==> config.mk <==
export PLATFORM = sky130hd
export DESIGN_NAME = mux_arbiter
export DESIGN_NICKNAME = d
export VERILOG_FILES = /design/src/rtl/mux_arbiter.sv
export SDC_FILE = /design/constraint.sdc
export NUM_CORES = 1
export LEC_CHECK = 0
export CORE_AREA = 2 2 39 41
export DETAILED_ROUTE_END_ITERATION = 10
export DIE_AREA = 0 0 41 43
export PLACE_DENSITY = 0.72
export SETUP_SLACK_MARGIN = 0.2
export SLEW_MARGIN = 10
export SYNTH_ARGS = -nofsm -noshare
export SYNTH_HDL_FRONTEND = slang
export SYNTH_SLANG_ARGS = --single-unit
==> constraint.sdc <==
create_clock -name clk -period 3.2 [get_ports clk]
set_input_delay 0.48 -clock clk [delete_from_list [all_inputs] [get_ports clk]]
set_output_delay 0.48 -clock clk [all_outputs]
set_load 0.02 [all_outputs]
==> src/rtl/mux_arbiter.sv <==
// Two-requester round-robin arbiter driving the select line of a 2:1 mux.
// Hold counter bounds ownership while the other side waits; all outputs are registered.
module mux_arbiter #(
  parameter int HOLD_MAX = 8,
  parameter int CW       = 4
) (
  input  logic clk,
  input  logic rst_n,
  input  logic REQ_A,
  input  logic REQ_B,
  output logic GNT_A,
  output logic GNT_B,
  output logic S,
  output logic BUSY
);

  typedef enum logic [1:0] {IDLE, OWN_A, OWN_B} state_e;

  localparam logic [CW-1:0] HOLD = CW'(HOLD_MAX);
  localparam logic [CW-1:0] ONE  = CW'(1);

  state_e        state_q, state_d;
  logic [CW-1:0] cnt_q, cnt_d;
  logic          last_q, last_d;  // 0 = A served last, 1 = B served last
  logic          gnt_a_q, gnt_a_d;
  logic          gnt_b_q, gnt_b_d;
  logic          s_q, s_d;
  logic          busy_q, busy_d;

  always_comb begin
    state_d = state_q;
    cnt_d   = cnt_q;
    last_d  = last_q;
    unique case (state_q)
      IDLE: begin
        if (REQ_A && REQ_B) state_d = last_q ? OWN_A : OWN_B;
        else if (REQ_A)     state_d = OWN_A;
        else if (REQ_B)     state_d = OWN_B;
      end
      OWN_A: begin
        if (!REQ_A)                      state_d = REQ_B ? OWN_B : IDLE;
        else if (REQ_B && cnt_q == HOLD) state_d = OWN_B;
      end
      OWN_B: begin
        if (!REQ_B)                      state_d = REQ_A ? OWN_A : IDLE;
        else if (REQ_A && cnt_q == HOLD) state_d = OWN_A;
      end
      default: state_d = IDLE;
    endcase

    // A new owner starts its hold at 1; a staying owner counts up and saturates.
    if (state_d != IDLE && state_d != state_q) cnt_d = ONE;
    else if (state_d != IDLE && cnt_q != HOLD) cnt_d = cnt_q + ONE;

    if (state_d == OWN_A) last_d = 1'b0;
    if (state_d == OWN_B) last_d = 1'b1;

    gnt_a_d = (state_d == OWN_A);
    gnt_b_d = (state_d == OWN_B);
    // Select keeps its value in IDLE so the mux output never swings to the other source.
    s_d     = gnt_b_d ? 1'b1 : (gnt_a_d ? 1'b0 : s_q);
    busy_d  = gnt_a_d | gnt_b_d;
  end

  always_ff @(posedge clk) begin
    if (!rst_n) begin
      state_q <= IDLE;
      cnt_q   <= '0;
      last_q  <= 1'b1;
      gnt_a_q <= 1'b0;
      gnt_b_q <= 1'b0;
      s_q     <= 1'b0;
      busy_q  <= 1'b0;
    end else begin
      state_q <= state_d;
      cnt_q   <= cnt_d;
      last_q  <= last_d;
      gnt_a_q <= gnt_a_d;
      gnt_b_q <= gnt_b_d;
      s_q     <= s_d;
      busy_q  <= busy_d;
    end
  end

  assign GNT_A = gnt_a_q;
  assign GNT_B = gnt_b_q;
  assign S     = s_q;
  assign BUSY  = busy_q;

endmodule
==> results by group <==
Outcome
  – Status: finished clean

Placed design
  – Placer Congestion: 0.818
  – IO Port Bufs: 7
  – Pre-CTS WS: 743 ps
  – Placed Cells incl. Taps: 93
  – HPWL after detailed placement: about 880 um
  – Placed inst area: between 700 and 800 sq um

Yosys
  – Simple-gate area share of the yosys netlist: around 22%
  – Post-synth top flop: dfxtp_1
  – Post-Synth XOR/XNOR Area: approximately 1.3%
  – Post-synthesis register bit count: 11
  – Largest family of logic cells by synthesized area: simple AND/OR/NAND/NOR gates
  – Synth warn: 0
  – Post-Synth Adder-Cell Area: a little under a tenth
  – Mux cell area share after synthesis: roughly 3.8%
  – Sequential share of the synthesized area: 33.8%
  – Mapped Nets: 84
  – Syn Inst Count: 75
  – Async SR Flop Fraction: 0%
  – Number of synthesized flops with an enable pin: 0
  – Syn Area/Cell: slightly below 9 sq um
  – Synthesized area: 652 sq um
  – Yosys cell types: 34
  – Post-synthesis compound-gate area fraction: 20.2%

Floorplanning
  – Starting density of the core: 47.1%
  – Row cnt: 14
  – Die X: slightly above 40 um
  – Die area: approximately 1800 sq um
  – Core outline area: roughly 1400 sq um
  – Die Y: roughly 43 um
  – Top Ports: 8

CTS
  – CTS tree: yes
  – Clock Sinks: 11
  – Clock root buffer: clkbuf_4
  – CTS Hold Buffers Added: 0
  – Worst-skew pair later-pin latency: 260 ps
  – Post-CTS setup buffers: 0
  – Clock slew at reported path FFs: 70 ps
  – Max clock buf depth: 2
  – Post-CTS resize count: 0
  – H-Tree Depth: 1
  – CTS Buf Count: 3

Routing
  – Pre-antenna DRT Iters: 4
  – Routed Antenna Nets: 0
  – Total wire length: between 1000 and 1500 um
  – Per-cell routed wire length: between 10 and 15 um
  – Drt drc: 0
  – Initial drt markers: 9
  – DR vias/cell: 5.51
  – Routed vias: 534

Final layout
  – Fin cells: 97
  – Inserted Diodes: 0
  – Design area: around 740 sq um
  – Sequential cell area: roughly 220 sq um
  – Layout Utilization: 53.3%
  – Final layout net count: 91
  – Fill count: approximately 140
  – Layout cell share with drive strength beyond 1: 7.41%
  – Area of the multi-input gates: ~370 sq um
  – Area growth syn-to-layout: 13.1%

Timing
  – Setup ws final: around 710 ps
  – Setup violations, final: 0
  – Post-route minimum period: 2490 ps
  – Worst Max-Slew Pin Slew: about 470 ps
  – Hold Slack: 507 ps
  – RSZ-0062 raised after global routing: false
  – Slew HR: 68.5%
  – Final Skew: around 1.5 ps
  – Setup TNS: 0 ps
  – Fmax: between 0.4 and 0.5 GHz
  – Slew Limit Fails: 0
  – Final Hold Violating Endpoints: 0
  – Fin crit share: approximately 78%

Hold path
  – Hold wc startpoint: cnt_q[3]$_SDFFE_PP0P_
  – Hold Path Class: register to register
  – Hold Path Depth: 2
  – Hold Path End: cnt_q[3]$_SDFFE_PP0P_

Worst setup path
  – R2R Path End: cnt_q[2]$_SDFFE_PP0P_
  – Critical setup path kind: register to register
  – Crit path required time: about 3400 ps
  – Crit path DAT: ~2700 ps
  – Flop2flop setup slack: 710 ps
  – FF-to-FF path depth: 10
  – Worst Path Max Fanout: 7
  – R2R Path Start: cnt_q[0]$_SDFFE_PN0P_
  – Crit. End Element: register
  – Critical Path Start Type: register

Pwr
  – Logic gate share of total power: between 20% and 30%
  – P per Cell Area: about 430 nW/um^2
  – Sw power: 0.0881 mW
  – Sw frac: ~28%
  – Clock group share of total power: 29.7%
  – Total power: about 0.31 mW
  – Leak: slightly above 0.3 nW
  – Internal power: roughly 0.23 mW
  – Seq pwr share: between 40% and 50%
  – Maximum vdd drop: roughly 280 uV

Global routing
  – Vias in the first global route: between 400 and 500
  – Global route overflow: 0
  – Initial antenna violation count: 0
  – GRT Overall Usage: about 17%
  – Global-route wire length before repair: 1950 um
  – Largest net degree at the start of global routing: 13

Job
  – Maxcap violations: 0
## final cells by class
| cell class | instances | share of cell area (%) |
|---|---|---|
| Clock buffer | 4 | 3.57 |
| Inverter | 7 | 3.57 |
| Multi-Input combinational cell | 52 | 50.8 |
| Sequential cell | 11 | 29.9 |
| Tap cell | 16 | 2.72 |
| Timing Repair Buffer | 7 | 9.51 |
## worst max-delay path, stage by stage, from the launching register on
cell and delay (ps):
dfxtp_1 410, inv_1 60, ha_1 200, and3b_1 250, mux2_4 330, o21ai_2 160, nand3_1 130, ha_1 300
nor4b_1 310, o22ai_1 130, a21oi_1 140
## per-layer routing
| metal | GRT usage, % | vias to the layer above | wire [um] |
|---|---|---|---|
| met5 | 0 | - | 0 |
| met4 | 10.0 | 0 | 23 |
| met3 | 4.71 | 4 | 66 |
| met2 | 21.9 | 12 | 500 |
| met1 | 22.9 | 241 | 632 |
| li1 | - | 277 | - |
## logic make-up (layout without fill, tap and decap cells)
family | Yosys count | count (layout)
AOI/OAI and AO/OA | 18 | 18
xor gates and xnor gates | 1 | 1
adders and majority gates | 5 | 5
buffers and inverters | 12 | 18
DFF | 11 | 11
muxes | 2 | 2
and+or+nand+nor | 26 | 26
## state kept, by name, indices dropped and copies added, names as in the netlist
name / count
last_q: 1
BUSY: 1
S: 1
cnt_q: 4
GNT_A: 1
GNT_B: 1
state_q: 2
## power by group through the flow
stage               Combinational, mW  Sequential [mW]  Clock, mW
finish                         0.0651            0.156     0.0932
global route                   0.0717            0.157      0.104
CTS                            0.0651            0.155     0.0967
detailed placement             0.0644            0.158          0
global placement               0.0643            0.158          0
floorplan                      0.0455            0.158          0
## cells in the mapped netlist (all sizes together), types with 2 or more instances
cell type	number	area [sq um]
ha	5	62.6
inv	7	26.3
a21oi	4	20.0
dfxtp	11	220
nand3	3	15.0
nor2	5	18.8
o32ai	2	17.5
nand2	4	15.0
buf	5	31.3
and2	3	18.8
o22ai	2	12.5
o21ai	2	13.8
nor3	3	15.0
## layout by cell type (no fill, tap or decap), drive strengths merged, types with 3 or more instances in the layout
cell           count
clkdlybuf4s50      7
nor2               5
nand3              3
inv                7
nand2              4
nor3               3
and2               3
clkbuf             4
dfxtp             11
ha                 5
a21oi              4
## how the worst max path moves through the flow
stage	from	endpoint	slack (ps)	cells past startpoint
6_report	cnt_q[0]$_SDFFE_PN0P_	cnt_q[2]$_SDFFE_PP0P_	710	10
5_1_grt	cnt_q[0]$_SDFFE_PN0P_	cnt_q[2]$_SDFFE_PP0P_	480	10
4_1_cts	cnt_q[0]$_SDFFE_PN0P_	cnt_q[2]$_SDFFE_PP0P_	720	10
3_5_place_dp	cnt_q[0]$_SDFFE_PN0P_	cnt_q[2]$_SDFFE_PP0P_	740	10
3_3_place_gp	cnt_q[0]$_SDFFE_PN0P_	cnt_q[2]$_SDFFE_PP0P_	750	10
2_1_floorplan	cnt_q[0]$_SDFFE_PN0P_	cnt_q[2]$_SDFFE_PP0P_	930	11
Note: power is estimated with default switching activity, not from simulation.
